### src/rtl/btn_conditioner_pkg.sv
// rtl/btn_conditioner_pkg.sv - shared state encoding and default parameters for the button conditioner
//
// Purpose: common definitions imported by btn_debounce_ch and btn_conditioner.
//   btn_state_t    : per-channel debounce FSM state. Bit 1 equals the accepted level.
//   DEF_NB_BTN     : default number of button channels.
//   DEF_NB_COUNT   : default stability counter width.
//   DEF_N_STABLE   : default number of consecutive stable cycles needed to accept a level.
package btn_conditioner_pkg;

    typedef enum logic [1:0] {
        ST_IDLE_LOW  = 2'b00,
        ST_WAIT_HIGH = 2'b01,
        ST_IDLE_HIGH = 2'b11,
        ST_WAIT_LOW  = 2'b10
    } btn_state_t;

    localparam int DEF_NB_BTN   = 4;
    localparam int DEF_NB_COUNT = 14;
    localparam int DEF_N_STABLE = 10000;

endpackage

### src/rtl/btn_debounce_ch.sv
// rtl/btn_debounce_ch.sv - single-channel synchronizer, debounce FSM and press/release pulse generator
//
// Purpose: conditions one raw asynchronous button line.
// Ports:
//   clock     : system clock.
//   ck_rst    : synchronous active-high reset.
//   i_btn     : raw button pin, asynchronous, 1 = pressed.
//   o_level   : debounced, registered level.
//   o_press   : one-cycle pulse on an accepted 0->1 transition.
//   o_release : one-cycle pulse on an accepted 1->0 transition.
module btn_debounce_ch
    import btn_conditioner_pkg::*;
#(
    parameter int NB_COUNT = DEF_NB_COUNT,
    parameter int N_STABLE = DEF_N_STABLE
) (
    input  logic clock,
    input  logic ck_rst,
    input  logic i_btn,
    output logic o_level,
    output logic o_press,
    output logic o_release
);

    // Counter value at which the current cycle is the N_STABLE-th stable one.
    localparam logic [NB_COUNT-1:0] C_LAST = NB_COUNT'(N_STABLE - 1);
    // With N_STABLE of 1 the first stable sample is already enough.
    localparam bit C_ACCEPT_NOW = (N_STABLE == 1);

    logic                r_sync1;
    logic                r_sync0;
    logic [NB_COUNT-1:0] r_cnt;
    btn_state_t          r_state;
    logic                r_level;
    logic                r_press;
    logic                r_release;

    always_ff @(posedge clock) begin
        if (ck_rst) begin
            r_sync1   <= 1'b0;
            r_sync0   <= 1'b0;
            r_cnt     <= '0;
            r_state   <= ST_IDLE_LOW;
            r_level   <= 1'b0;
            r_press   <= 1'b0;
            r_release <= 1'b0;
        end else begin
            r_sync1   <= i_btn;
            r_sync0   <= r_sync1;
            // Pulses default low so they last exactly one cycle.
            r_press   <= 1'b0;
            r_release <= 1'b0;

            case (r_state)
                ST_IDLE_LOW: begin
                    if (r_sync0) begin
                        if (C_ACCEPT_NOW) begin
                            r_state <= ST_IDLE_HIGH;
                            r_level <= 1'b1;
                            r_press <= 1'b1;
                            r_cnt   <= '0;
                        end else begin
                            r_state <= ST_WAIT_HIGH;
                            r_cnt   <= NB_COUNT'(1);
                        end
                    end
                end

                ST_WAIT_HIGH: begin
                    if (!r_sync0) begin
                        // Input fell back before becoming stable: discard the attempt.
                        r_state <= ST_IDLE_LOW;
                        r_cnt   <= '0;
                    end else if (r_cnt == C_LAST) begin
                        r_state <= ST_IDLE_HIGH;
                        r_level <= 1'b1;
                        r_press <= 1'b1;
                        r_cnt   <= '0;
                    end else begin
                        r_cnt <= r_cnt + 1'b1;
                    end
                end

                ST_IDLE_HIGH: begin
                    if (!r_sync0) begin
                        if (C_ACCEPT_NOW) begin
                            r_state   <= ST_IDLE_LOW;
                            r_level   <= 1'b0;
                            r_release <= 1'b1;
                            r_cnt     <= '0;
                        end else begin
                            r_state <= ST_WAIT_LOW;
                            r_cnt   <= NB_COUNT'(1);
                        end
                    end
                end

                ST_WAIT_LOW: begin
                    if (r_sync0) begin
                        r_state <= ST_IDLE_HIGH;
                        r_cnt   <= '0;
                    end else if (r_cnt == C_LAST) begin
                        r_state   <= ST_IDLE_LOW;
                        r_level   <= 1'b0;
                        r_release <= 1'b1;
                        r_cnt     <= '0;
                    end else begin
                        r_cnt <= r_cnt + 1'b1;
                    end
                end

                default: begin
                    r_state <= ST_IDLE_LOW;
                    r_cnt   <= '0;
                end
            endcase
        end
    end

    assign o_level   = r_level;
    assign o_press   = r_press;
    assign o_release = r_release;

endmodule

### src/rtl/btn_conditioner.sv
// rtl/btn_conditioner.sv - multi-channel push-button synchronizer and debouncer
//
// Purpose: conditions NB_BTN independent raw button lines into clean levels and
// single-cycle press/release pulses. o_btn_press is intended to drive a
// one-command-per-press consumer.
// Ports:
//   clock         : system clock.
//   ck_rst        : synchronous active-high reset.
//   i_btn         : raw button pins, asynchronous, 1 = pressed.
//   o_btn_level   : debounced, registered levels.
//   o_btn_press   : one-cycle pulse per accepted press, per channel.
//   o_btn_release : one-cycle pulse per accepted release, per channel.
module btn_conditioner
    import btn_conditioner_pkg::*;
#(
    parameter int NB_BTN   = DEF_NB_BTN,
    parameter int NB_COUNT = DEF_NB_COUNT,
    parameter int N_STABLE = DEF_N_STABLE
) (
    input  logic              clock,
    input  logic              ck_rst,
    input  logic [NB_BTN-1:0] i_btn,
    output logic [NB_BTN-1:0] o_btn_level,
    output logic [NB_BTN-1:0] o_btn_press,
    output logic [NB_BTN-1:0] o_btn_release
);

    for (genvar gi = 0; gi < NB_BTN; gi++) begin : g_ch
        btn_debounce_ch #(
            .NB_COUNT (NB_COUNT),
            .N_STABLE (N_STABLE)
        ) u_ch (
            .clock     (clock),
            .ck_rst    (ck_rst),
            .i_btn     (i_btn[gi]),
            .o_level   (o_btn_level[gi]),
            .o_press   (o_btn_press[gi]),
            .o_release (o_btn_release[gi])
        );
    end

endmodule
### config.mk
export PLATFORM = sky130hd
export DESIGN_NAME = btn_conditioner
export DESIGN_NICKNAME = d
export VERILOG_FILES = /design/src/rtl/btn_conditioner_pkg.sv /design/src/rtl/btn_debounce_ch.sv /design/src/rtl/btn_conditioner.sv
export SDC_FILE = /design/constraint.sdc
export NUM_CORES = 1
export LEC_CHECK = 0
export CAP_MARGIN = 15
export CORE_MARGIN = 4
export CORE_UTILIZATION = 40
export CTS_CLUSTER_SIZE = 8
export DETAILED_ROUTE_END_ITERATION = 16
export SLEW_MARGIN = 20
export SYNTH_ARGS = -nofsm -noshare
export SYNTH_HDL_FRONTEND = slang
export SYNTH_SLANG_ARGS = --single-unit
### constraint.sdc
create_clock -name clock -period 4.3 [get_ports clock]
set_clock_uncertainty 0.05 [all_clocks]
set_input_delay 0.645 -clock clock [delete_from_list [all_inputs] [get_ports clock]]
set_output_delay 0.645 -clock clock [all_outputs]
set_load 0.01 [all_outputs]
**Yosys cells after proc, flatten, opt, wreduce, memory -nomap -nowiden**

Cells that the tools add are included.

- Eq/ne operators: 48
- Multiplexer cells: 76
- $add $sub $neg: 4
- Bitwise operators: 12
- Reductions and logical operators: 28

Operator list:

| cell | number |
|---|---|
| 14-bit two-way mux | 20 |
| 14-bit one-hot mux with 4 select lines | 4 |
| 14-bit by 1-bit adder with 14-bit output, second input constant | 4 |
| 14-bit == test, second input constant | 4 |
| 2-bit two-way mux | 24 |
| 2-bit by 1-bit != test with 1-bit output, second input constant | 16 |
| 2-bit one-hot mux with 4 select lines | 4 |
| 3-bit OR reduction | 8 |
| 1-bit two-way mux | 20 |
| 5-bit AND reduction | 4 |
| 2-bit == test, second input constant | 8 |
| 2-bit != test, second input constant | 8 |
| 4-bit AND reduction | 4 |
| 3-bit by 1-bit != test with 1-bit output, second input constant | 4 |
| 3-bit != test, second input constant | 4 |
| 1-bit NOT | 12 |
| 2-bit by 1-bit == test with 1-bit output, second input constant | 4 |
| 2-bit logical NOT | 4 |
| 1-bit one-hot mux with 2 select lines | 4 |
| 2-bit AND reduction | 4 |
| 2-bit nonzero test | 4 |

- Word-level logic and storage cells: 196
- Output and inout bits: 12
- Register bits after elaboration: 84

**Logic depth before layout (Yosys ltp)**

Gate-level depths: netlist of the first run.

- Word-level depth: 4
- Mapped depth: 8
- Mapped depth without buffers: 7

**Cells and area by module**

Synthesis of the first run repeated with hierarchy kept, for this count alone.

- Cell total of the unflattened synthesis: 521
- Area, all modules: 4669.5 sq um

Modules (own cells, without submodules):

| module | times used | cells each | area each (sq um) | seq. area each (sq um) |
|---|---|---|---|---|
| btn_debounce_ch at g_ch[0].u_ch ... | 2 | 130 | 1129.8 | 420.4 |
| btn_debounce_ch at g_ch[2].u_ch | 1 | 140 | 1222.4 | 420.4 |
| btn_debounce_ch at g_ch[3].u_ch | 1 | 121 | 1187.4 | 420.4 |

**Worst setup path after synthesis of the first run**

Ideal clock, no wire load.

- Path type: register -> register
- From: register g_ch[1].u_ch.r_cnt[5]
- To: register g_ch[1].u_ch.r_state[0]
- Setup slack: 2.247 ns
- Required time: 4.121 ns
- Setup time: 0.129 ns
- Clock period less this slack: 2.053 ns
- Stages on the path, launching flop included: 7
- Arrival time: 1.875 ns
- Cell sequence: dfxtp_1 -> or4b_4 -> or4_1 -> buf_2 -> o21ai_4 -> mux2i_1 -> nor2_1

- Cells in the longest elaborated chain, start to end: 3
- Elaborated cells on any way between the ends: 4
- Classes of those cells: 3 x eq/ne; 1 x reduce/logical

RTL lines:

| element | line | source |
|---|---|---|
| from (decl) | btn_debounce_ch.sv:32 | `logic [NB_COUNT-1:0] r_cnt;` |
| from (signal assigned) | btn_debounce_ch.sv:80 | `r_cnt <= r_cnt + 1'b1;` |
| from (signal assigned) | btn_debounce_ch.sv:108 | `r_cnt <= r_cnt + 1'b1;` |
| 14-bit == test * | btn_debounce_ch.sv:74, btn_debounce_ch.sv:102 |  |
| 3-bit by 1-bit != test with 1-bit output (no line) or 3-bit != test (tied branches) | n/a |  |
| 4-bit AND reduction (no line) * | n/a |  |
| to (signal assigned) | btn_debounce_ch.sv:72 | `r_state <= ST_IDLE_LOW;` |
| to (signal assigned) | btn_debounce_ch.sv:75 | `r_state <= ST_IDLE_HIGH;` |
| to (signal assigned) | btn_debounce_ch.sv:103 | `r_state <= ST_IDLE_LOW;` |
| to (decl) | btn_debounce_ch.sv:33 | `btn_state_t r_state;` |

Every way passes the cells marked *; elsewhere a longest branch is shown, timed or not.
A chain may end at the register's enable or synchronous reset.

**Worst setup path in the final report of the first run**

- From: register g_ch[2].u_ch.r_state[0]
- To: register g_ch[2].u_ch.r_cnt[9]

- Cells in the longest elaborated chain, start to end: 3
- Elaborated cells on any way between the ends: 8
- Classes of those cells: 5 x eq/ne; 1 x mux; 2 x reduce/logical

RTL lines:

| element | line | source |
|---|---|---|
| from (decl) | btn_debounce_ch.sv:33 |  |
| from (signal assigned) | btn_debounce_ch.sv:43 | `r_state <= ST_IDLE_LOW;` |
| from (signal assigned) | btn_debounce_ch.sv:58 | `r_state <= ST_IDLE_HIGH;` |
| from (signal assigned) | btn_debounce_ch.sv:63 | `r_state <= ST_WAIT_HIGH;` |
| 2-bit == test or 2-bit logical NOT (tied branches) | btn_debounce_ch.sv:54 | `case (r_state)` |
| 2-bit != test (no line) or 2-bit by 1-bit != test with 1-bit output (tied branches) | n/a |  |
| 2-bit AND reduction (no line) | n/a |  |
| to (signal assigned) | btn_debounce_ch.sv:80 |  |
| to (signal assigned) | btn_debounce_ch.sv:108 |  |
| to (decl) | btn_debounce_ch.sv:32 |  |

Several ways; a longest one is shown, not always the timed one.

==> results of run 1 <==
-- synthesized netlist by cell type (2+ instances only) --
| library cell | instances | area share |
|---|---|---|
| nand2b_1 | 5 | 0.0073 |
| nor3b_1 | 2 | 0.0035 |
| nor4_1 | 10 | 0.015 |
| mux2_2 | 5 | 0.013 |
| and3b_1 | 2 | 0.0041 |
| nor3_1 | 24 | 0.028 |
| dfxtp_1 | 84 | 0.39 |
| nand3b_1 | 4 | 0.0070 |
| a41oi_1 | 2 | 0.0041 |
| a311oi_1 | 3 | 0.0061 |
| nor4b_1 | 3 | 0.0061 |
| o21ai_0 | 5 | 0.0058 |
| o31ai_1 | 7 | 0.012 |
| buf_4 | 12 | 0.021 |
| inv_1 | 24 | 0.021 |
| nand4_1 | 17 | 0.025 |
| nand3_1 | 21 | 0.024 |
| a21oi_1 | 15 | 0.017 |
| clkbuf_1 | 12 | 0.010 |
| nor2_1 | 66 | 0.058 |
| o22ai_1 | 2 | 0.0029 |
| ha_1 | 24 | 0.070 |
| nand4b_1 | 2 | 0.0041 |
| nor2b_1 | 10 | 0.015 |
| and4_1 | 3 | 0.0061 |
| and2_1 | 6 | 0.0087 |
| or4_1 | 4 | 0.0070 |
| a31oi_1 | 7 | 0.010 |
| a21o_1 | 3 | 0.0052 |
| a211oi_1 | 2 | 0.0035 |
| xnor2_1 | 17 | 0.035 |
| buf_1 | 3 | 0.0026 |
| mux2i_1 | 8 | 0.019 |
| nand2_1 | 41 | 0.036 |
| and3_1 | 9 | 0.013 |
| xor2_1 | 21 | 0.043 |
-- flip-flops by register name (all words and copies together) (netlist names) --
signal               count
g_ch.u_ch.r_sync0        4
g_ch.u_ch.r_sync1        4
g_ch.u_ch.r_state        8
g_ch.u_ch.o_press        4
g_ch.u_ch.r_cnt         56
g_ch.u_ch.o_level        4
g_ch.u_ch.o_release      4
-- cells in the final DEF (no fill, tap or decap), types with 4 or more instances in the layout --
cell type / Yosys / layout
a21oi_1: 15 / 15
a31oi_1: 7 / 7
and2_1: 6 / 6
and3_1: 9 / 9
clkbuf_8: 0 / 10
clkdlybuf4s50_1: 0 / 16
dfxtp_1: 84 / 84
ha_1: 24 / 24
inv_1: 24 / 24
mux2_2: 5 / 5
mux2i_1: 8 / 8
nand2_1: 41 / 41
nand2b_1: 5 / 5
nand3_1: 21 / 21
nand3b_1: 4 / 4
nand4_1: 17 / 17
nor2_1: 66 / 66
nor2b_1: 10 / 10
nor3_1: 24 / 24
nor4_1: 10 / 10
o21ai_0: 5 / 5
o31ai_1: 7 / 7
or4_1: 4 / 4
xnor2_1: 17 / 17
xor2_1: 21 / 21
-- path summary, 6_finish.rpt --
check / start / endpoint / slack [ns] / depth (start not counted)
worst min register to register: g_ch[3].u_ch.r_sync1 / g_ch[3].u_ch.r_sync0 / 0.40 / 1
worst max-delay path: g_ch[2].u_ch.r_state[0] / g_ch[2].u_ch.r_cnt[9] / 2.01 / 7
worst min-delay path: g_ch[3].u_ch.r_sync1 / g_ch[3].u_ch.r_sync0 / 0.40 / 1
worst max register to register: g_ch[2].u_ch.r_state[0] / g_ch[2].u_ch.r_cnt[9] / 2.01 / 7
-- per-stage QoR --
stage | setup slack (ns) | utilization
2_1_floorplan | 2.25 | -
3_3_place_gp | 2.11 | 0.432
3_5_place_dp | 2.05 | 0.432
4_1_cts | 2.03 | 0.453
5_1_grt | 1.72 | 0.453
6_report | 2.01 | 0.453
-- logic make-up (layout without fill, tap and decap cells) --
logic type,after synthesis,after routing,share of synthesized area
simple gates,237,237,0.284
fa+ha+maj,24,24,0.0698
flops,84,84,0.391
buf+inv,52,58,0.0561
mux,13,13,0.0317
compound gates,55,55,0.0904
xor+xnor,38,38,0.0773
-- metal layers --
metal  vias up  track usage
li1       1740            -
met1      1573        0.170
met2        41        0.223
met3        10       0.0234
met4         0       0.0560
met5         -            0
-- area by class of cell --
| cell class | count | area share |
|---|---|---|
| Timing Repair Buffer | 18 | 0.0366 |
| Clock buffer | 11 | 0.0299 |
| Clock inverter | 5 | 0.0178 |
| Multi-Input combinational cell | 367 | 0.504 |
| Inverter | 24 | 0.0191 |
| Tap cell | 136 | 0.0360 |
| Sequential cell | 84 | 0.356 |
-- power by group --
group / switching, mW / total (mW) / internal, mW
Sequential: 0.0247 / 0.824 / 0.800
Combinational: 0.115 / 0.191 / 0.0756
Clock: 0.284 / 0.630 / 0.345
Total: 0.424 / 1.64 / 1.22
-- critical path: cells and delay by family (launching register included) --
kind,cells,cell delay (ns)
adders and majority gates,1,0.21
and+or+nand+nor,3,0.75
DFF,1,0.38
buffers and inverters,1,0.08
xor gates and xnor gates,1,0.15
muxes,1,0.56
==> summary.txt, run 1 <==
Route
  • Via Count: 3,364
  • 1st-iter DRT viols: 128
  • Wire length on met2: 3780 um
  • Total routed wirelength: 8020 um
  • Wire length per cell: 12.4 um
  • Via density: 5.22
  • DR WL met3: 225 um
  • Pre-antenna DRT Iters: 5
  • Wl on met1: 3900 um
  • Uppermost routed layer: met4
  • DRC: 0
  • DRT antenna net count: 0

Die
  • Die area: 0.0125 mm^2
  • Placeable core area: 0.0104 mm^2
  • Die height: 112 um
  • Width of the die: 112 um
  • # IOs: 18
  • Site Rows: 37
  • Initial Utilization: 0.413

Global routing
  • Initial antenna violation count: 0
  • Number of global-route vias before repair: 3,208
  • First-pass GRT wire length: 14,300 um
  • Pin count of the biggest net entering global routing: 27
  • GRT Total Usage: 0.134
  • Grt total ovfl: 0

Clock tree
  • Num CTS Buffers: 9
  • Clock Sinks: 84
  • Setup bufs post-CTS: 0
  • Clock Latency Late Sink: 0.35 ns
  • Worst-path clk slew: 0.09 ns
  • Clk root buf: clkbuf_8
  • Hold buffers post-CTS: 0
  • Clock Path Buffers: 2
  • Post-CTS Resized: 0
  • CTS tree: done
  • H-tree depth: 3

Worst setup path
  • Max stage delay on crit path: 0.56 ns
  • CP max FO: 11
  • Critical path arrival: 2.48 ns
  • CP max-delay cell: mux2i_1
  • Crit. End Element: flop
  • CP cell instances: inv_1 -> ha_1 -> mux2i_1 -> nand4_1 -> nor3_1 -> xnor2_1 -> nor2_1
  • Startpoint types: flop
  • Worst endpoint required time: 4.49 ns
  • CP Class: flop to flop

STA
  • Max-Slew Margin vs Limit: 0.498
  • Pins Over Slew Limit: 0
  • Worst slew pin tran: 0.732 ns
  • Hold Slack: 0.399 ns
  • Highest Clock Rate: 437 MHz
  • Setup TNS: 0 ns
  • Post-layout min period: 2.29 ns
  • RSZ-0062 raised after global routing: no
  • Period Utilization, post-route: 0.532
  • Hold Vio Cnt, Final: 0
  • Setup violations, final: 0

Place
  • Placed insts: 629
  • IO buf count: 17
  • Placed cell areas: 0.00450 mm^2
  • GP Congestion: 0.820
  • HPWL after DPL: 5720 um

Power
  • IR Drop Worst-Case VDD: 137 uV
  • Leak Pwr: 1.57 nW
  • PD cells: 348 mW/mm^2
  • Pwr Total: 1.64 mW

Cells and area
  • Inserted Diodes: 0
  • Register area: 0.00168 mm^2
  • Layout cells sized above 1: 0.0589
  • Fillers: 1,019
  • Finished Layout Cells: 645
  • Multi-input logic area: 0.00238 mm^2
  • Post-route cell area: 0.00472 mm^2
  • Layout Nets: 534
  • Area grow syn2layout: 9.68%

Yosys
  • Netlist Area Pre-Place: 0.00430 mm^2
  • Cells after synthesis: 503
  • Number of synthesized register bits: 84
  • Asr flop ratio synth: 0
  • Post-synth EDFFs: 0
  • Yosys warns: 0
  • Post-Syn Area per Cell: 8.56 um^2
  • Post-synthesis sequential area ratio: 0.391
  • Synthesized Nets: 533
  • Top FF cell, synth: dfxtp_1
  • Netlist cell types: 54

Min path
  • Worst Hold Class: flop to flop

Status
  • Status: completed

Run
  • Max-cap viol count: 0
Power figures use the tool's default switching activity.
==> run 2: changes to the inputs <==
==> constraint.sdc (replaced) <==
create_clock -name clock -period 2 [get_ports clock]
set_clock_uncertainty 0.05 [all_clocks]
set_input_delay 0.3 -clock clock [delete_from_list [all_inputs] [get_ports clock]]
set_output_delay 0.3 -clock clock [all_outputs]
set_load 0.01 [all_outputs]
==> summary.txt, run 2 (same netlist as run 1, synthesis figures left out) <==
Status
  • Status: completed

Worst setup path
  • CP Class: flop to flop
  • CP max FO: 6 (-5)
  • Family with the most delay on the worst path: simple AND/OR/NAND/NOR gates
  • Max stage delay on crit path: 0.55 ns (about the same)
  • Worst endpoint required time: 2.20 ns (-2.29 ns)
  • Critical path arrival: 2.16 ns (-0.32 ns)
  • Worst Path Buf+Inv: 0 (-1)
  • CP cell instances: or4b_4 -> or4_4 -> o21ai_4 -> mux2i_1 -> nor2_1
  • Startpoint types: flop
  • Crit. End Element: flop
  • CP max-delay cell: or4b_4

Global routing
  • Number of global-route vias before repair: 3,456 (+7.7%)
  • GRT Total Usage: 0.140 (+0.00601)
  • Grt total ovfl: 0 (unchanged)
  • First-pass GRT wire length: 14,800 um (+3.6%)
  • Pin count of the biggest net entering global routing: 37 (+37%)
  • Initial antenna violation count: 0 (unchanged)

STA
  • Max-Slew Margin vs Limit: 0.722 (+0.224)
  • Post-layout min period: 1.95 ns (-0.338 ns)
  • Worst slew pin tran: 0.411 ns (-0.321 ns)
  • Setup violations, final: 0 (unchanged)
  • Highest Clock Rate: 512 MHz (+17%)
  • Setup WS post-layout: 0.0484 ns (-1.96 ns)
  • Period Utilization, post-route: 0.976 (+0.443)
  • Hold Vio Cnt, Final: 0 (unchanged)
  • Pins Over Slew Limit: 0 (unchanged)
  • RSZ-0062 raised after global routing: yes

Min path
  • Worst Hold Class: primary input to flop

Place
  • GP Congestion: 0.803 (-2.1%)
  • HPWL after DPL: 6260 um (+9.5%)
  • IO buf count: 17 (unchanged)
  • Place WS: 0.0510 ns (-2.00 ns)
  • Placed cell areas: 0.00484 mm^2 (+7.7%)

Clock tree
  • Clock Latency Late Sink: 0.36 ns (about the same)
  • Hold buffers post-CTS: 0 (unchanged)
  • H-tree depth: 3 (unchanged)
  • Clock Sinks: 84 (unchanged)
  • Num CTS Buffers: 9 (unchanged)
  • Clk root buf: clkbuf_8
  • Worst-path clk slew: 0.08 ns (about the same)
  • Setup bufs post-CTS: 0 (unchanged)
  • CTS tree: done
  • Clock Path Buffers: 2 (unchanged)
  • Post-CTS Resized: 0 (unchanged)

Power
  • Combinational Power Share: 0.146 (+0.030)
  • Pint: 2.67 mW (+120%)
  • IR Drop Worst-Case VDD: 266 uV (+94%)
  • PD cells: 703 mW/mm^2 (+100%)
  • Clock power frac: 0.365 (-0.018)
  • Sequential power share: 0.489 (-0.012)
  • Psw: 0.929 mW (+120%)
  • Sw Ratio: 0.258 (+0.000491)
  • Leak Pwr: 1.82 nW (+16%)

Route
  • 1st-iter DRT viols: 141 (+10%)
  • DR WL met3: 211 um (-6.2%)
  • Wire length on met2: 4080 um (+7.8%)
  • Total routed wirelength: 8400 um (+4.7%)
  • Wire length per cell: 12.2 um (-1.7%)
  • Via density: 5.13 (-1.6%)
  • Pre-antenna DRT Iters: 5 (unchanged)
  • DRT antenna net count: 0 (unchanged)
  • Via Count: 3,526 (+4.8%)
  • DRC: 0 (unchanged)
  • Uppermost routed layer: met4
  • Wl on met1: 3980 um (+1.9%)

Cells and area
  • Top flop regs: g_ch.u_ch.r_cnt (56), g_ch.u_ch.r_state (8)
  • Post-route cell area: 0.00511 mm^2 (+8.3%)
  • Most frequent cells in the layout: dfxtp_1 (82), nor2_1 (65), nand2_1 (41), buf_4 (41), inv_1 (24)
  • Top reg by flops: g_ch.u_ch.r_cnt
  • Number of flip-flops in the largest register: 56 (unchanged)
  • Layout Nets: 576 (+7.9%)
  • Inserted Diodes: 0 (unchanged)
  • Fillers: 1,015 (-0.39%)
  • Util after Layout: 0.491 (+0.0375)
  • Area grow syn2layout: 18.7%
  • Layout cells sized above 1: 0.152 (+0.0935)
  • Most common cell after layout, fill and taps aside: dfxtp_1

Die
  • Placeable core area: 0.0104 mm^2 (unchanged)
  • # IOs: 18 (unchanged)
  • Width of the die: 112 um (unchanged)
  • Die height: 112 um (unchanged)
  • Initial Utilization: 0.413 (unchanged)
  • Site Rows: 37 (unchanged)
  • Die area: 0.0125 mm^2 (unchanged)

Run
  • Max-cap viol count: 0 (unchanged)
-- run 2: cell count changes in the layout (fill, tap and decap cells not counted), sizes merged --
cell | previous run | this run
clkbuf | 11 | 10
inv | 25 | 24
buf | 2 | 44
clkinv | 0 | 2
-- run 2: per-stage QoR --
stage,hold slack (ns),power [mW],cells,TNS [ns]
5_1_grt,0.346,3.77,687,-0.110
3_3_place_gp,0.372,2.30,671,0
3_5_place_dp,0.378,2.31,671,0
4_1_cts,0.356,3.62,687,0
6_report,0.340,3.60,687,0
2_1_floorplan,0.364,2.13,503,0
-- run 2: power groups by stage --
stage,combinational [mW],sequential [mW],clock (mW)
2_1_floorplan,0.333,1.79,0
3_5_place_dp,0.514,1.80,0
6_report,0.524,1.76,1.31
4_1_cts,0.515,1.76,1.35
5_1_grt,0.584,1.77,1.42
3_3_place_gp,0.504,1.80,0
-- run 2: cell type report --
cell class | count | area (um^2) | share of cell area
Clock inverter | 6 | 88.8 | 0.0174
Inverter | 24 | 90.1 | 0.0176
Tap cell | 136 | 170 | 0.0333
Multi-Input combinational cell | 367 | 2440 | 0.477
Timing Repair Buffer | 60 | 513 | 0.100
Sequential cell | 84 | 1680 | 0.329
Clock buffer | 10 | 128 | 0.0250
-- run 2: worst reg2reg max path, delay by kind of cell, from the launching register on --
| kind | cells | cell delay [ns] |
|---|---|---|
| AO/OA/AOI/OAI | 1 | 0.18 |
| flip-flops | 1 | 0.31 |
| multiplexers | 1 | 0.21 |
| AND/OR/NAND/NOR | 3 | 1.09 |
-- run 2: final timing paths --
path	startpoint	to	slack [ns]	depth (start not counted)
worst min-delay path	ck_rst	g_ch[3].u_ch.r_cnt[2]	0.34	4
worst max-delay path	g_ch[1].u_ch.r_cnt[5]	g_ch[1].u_ch.r_state[0]	0.05	5
worst min register to register	g_ch[0].u_ch.r_sync1	g_ch[0].u_ch.r_sync0	0.39	1
worst max register to register	g_ch[1].u_ch.r_cnt[5]	g_ch[1].u_ch.r_state[0]	0.05	5
-- run 2: metal layers --
layer	vias to the layer above	track usage
met5	-	0
met4	0	0.0592
met3	11	0.0234
met2	36	0.241
met1	1656	0.172
li1	1823	-
==> run 3: changes to the inputs <==
--- a/config.mk
+++ b/config.mk
@@ -8,7 +8,8 @@
 export CAP_MARGIN = 15
 export CORE_MARGIN = 4
 export CORE_UTILIZATION = 40
-export CTS_CLUSTER_SIZE = 8
+export CTS_CLUSTER_DIAMETER = 120
+export CTS_CLUSTER_SIZE = 24
 export DETAILED_ROUTE_END_ITERATION = 16
 export SLEW_MARGIN = 20
 export SYNTH_ARGS = -nofsm -noshare
==> results of run 3 <==
No change in the layout: final DEF, timing and power equal those of run 2.
==> patch, RTL diff (settings of run 2) <==
The 4 states of `btn_state_t` get a one-hot encoding in 4 bits.
--- a/src/rtl/btn_conditioner_pkg.sv
+++ b/src/rtl/btn_conditioner_pkg.sv
@@ -8,9 +8,9 @@
 package btn_conditioner_pkg;
 
-    typedef enum logic [1:0] {
-        ST_IDLE_LOW  = 2'b00,
-        ST_WAIT_HIGH = 2'b01,
-        ST_IDLE_HIGH = 2'b11,
-        ST_WAIT_LOW  = 2'b10
+    typedef enum logic [3:0] {
+        ST_IDLE_LOW  = 4'b0001,
+        ST_WAIT_HIGH = 4'b0010,
+        ST_IDLE_HIGH = 4'b0100,
+        ST_WAIT_LOW  = 4'b1000
     } btn_state_t;
 
Behaviour: same outputs for any inputs over 4 cycles, from zero or initial values and one cycle with ck_rst high; so few cycles prove little.
==> patch against run 2 <==
  * Setup slack better by 0.085 ns
  * Critical path type unchanged
  * Synthesized cell count is 13% higher
  * Routed wire length rose by 27%
  * Total power increased by 33%
  * Sequential share of layout area fell by 0.52 points
  * Combinational power grew 70%
  * Area after synthesis up 15%
  * Sequential cell count is 8 higher
  * Final area is 11% higher
==> patch: results (changes against run 2) <==
| Metric | Value |
|---|---|
| Worst hold path type | `in2reg` |
| DRT Pass-1 Iters | `4 (-1)` |
| Root buf cell | `clkbuf_16` |
| CTS buffer count | `9 (unchanged)` |
| Diode count | `0 (unchanged)` |
| Share of layout cells above drive strength 1 | `12.01% (-3.2 points)` |
| Post-Synthesis Cells | `566 (+13%)` |
| P_seq | `0.00200 W (+14%)` |
| Leading registers by flop count | `g_ch.u_ch.r_cnt (56), g_ch.u_ch.r_state (16)` |
| Routed wl met3 | `326 um (+55%)` |
| Metal-1 WL | `5111 um (+28%)` |
| WL met2 | `5124 um (+26%)` |
| Synth cell count leaders | `dfxtp_1, a211oi_1, nand3_1` |
| Slew HR | `64.23% (-8.0 points)` |
| Setup bufs post-CTS | `0 (unchanged)` |
| CTS Buffer Depth | `2 (unchanged)` |
| GR Util met3 | `4.321% (+2.0 points)` |
| Vias in the first global route | `4,148 (+20%)` |
| GR Layer Usage met2 | `26.10% (+2.0 points)` |
| Sw power | `0.001354 W (+46%)` |
| Fill count | `1,133 (+12%)` |
| Clk pin slew, worst setup/hold paths | `0.07 ns` |
| Pre-CTS setup slack | `0.04192 ns (-0.009054 ns)` |
| Synth Area in XOR/XNOR | `1.597% (-6.1 points)` |
| DP HPWL | `7190 um (+15%)` |
| Vias per cell | `5.851 (+14%)` |
| Placer Congestion | `0.8179 (+1.9%)` |
| Worst VDD drop | `0.4803 mV (+80%)` |
| Syn Nets | `578 (+8.4%)` |
| Met1 usage | `20.21% (+3.0 points)` |
| Leak Pwr | `1.769 nW (-2.8%)` |
| Final core occ | `47.22% (-1.8 points)` |
| Fin cells | `751 (+9.3%)` |
| Global-route wire length before repair | `19,070 um (+29%)` |
| Critical Path AT | `2.07 ns (-0.09 ns)` |
| Part of the power in registers | `41.9% (-7.0 points)` |
| Post-DP Area | `0.005346 mm^2 (+10%)` |
| Clk network pwr share | `39.6% (+3.1 points)` |
| Area share of fa/ha/maj cells after synthesis | `1.521% (-5.5 points)` |
| Hold_buf cts | `0 (unchanged)` |
| Post-synth cell types | `60 (+11%)` |
| H-tree depth | `3 (unchanged)` |
| Largest fanout on the critical path | `26 (+20)` |
| WL final | `10,650 um (+27%)` |
| Nets | `590 (+2.4%)` |
| Placed insts | `735 (+9.5%)` |
| Post-synthesis sequential area ratio | `37.32% (-1.7 points)` |
| Largest net degree at the start of global routing | `92 (+150%)` |
| IO buf count | `17 (unchanged)` |
| Synth top area cells | `dfxtp_1, a211oi_1, nand3_1, or3_1, or4_1` |
| Outcome | `finished, final reports clean` |
| Compound-Gate Fraction of Synth Area | `22.49% (+13 points)` |
| Post-synthesis mux area share | `0% (-3.2 points)` |
| Worst skew pair latency | `0.35 ns` |
| Synth warnings | `0 (unchanged)` |
| Drt initial violations | `278 (+97%)` |
| Initial antenna violation count | `0 (unchanged)` |
| Total GRT Usage | `15.70% (+1.7 points)` |
patch: what timing repair did:
item,CTS,global route
endpoints found under the hold margin,0,0
gates resized for setup,0,6
endpoints found under the setup margin,0,29
patch: area by class of cell:
type	count	area share, %
clock inverter	5	1.472
clock buffer	11	4.438
timing repair buffer	50	8.128
inverter	9	0.5931
multi-input combinational	416	49.25
sequential	92	32.43
tap	168	3.691
patch: worst max-delay path, stage by stage (launching register included):
cell      delay (ns)
dfxtp_2         0.40
and3b_1         0.20
o21a_2          0.33
or4_1           0.54
a211oi_1        0.25
patch: path summary, 6_finish.rpt:
path / start / to / slack (ns) / cells past startpoint
setup / recovery: g_ch[0].u_ch.r_state[0] / g_ch[0].u_ch.r_cnt[13] / 0.13 / 4
hold / removal: ck_rst / g_ch[2].u_ch.r_state[0] / 0.38 / 3
setup reg to reg: g_ch[0].u_ch.r_state[0] / g_ch[0].u_ch.r_cnt[13] / 0.13 / 4
hold reg to reg: g_ch[3].u_ch.r_sync1 / g_ch[3].u_ch.r_sync0 / 0.39 / 1
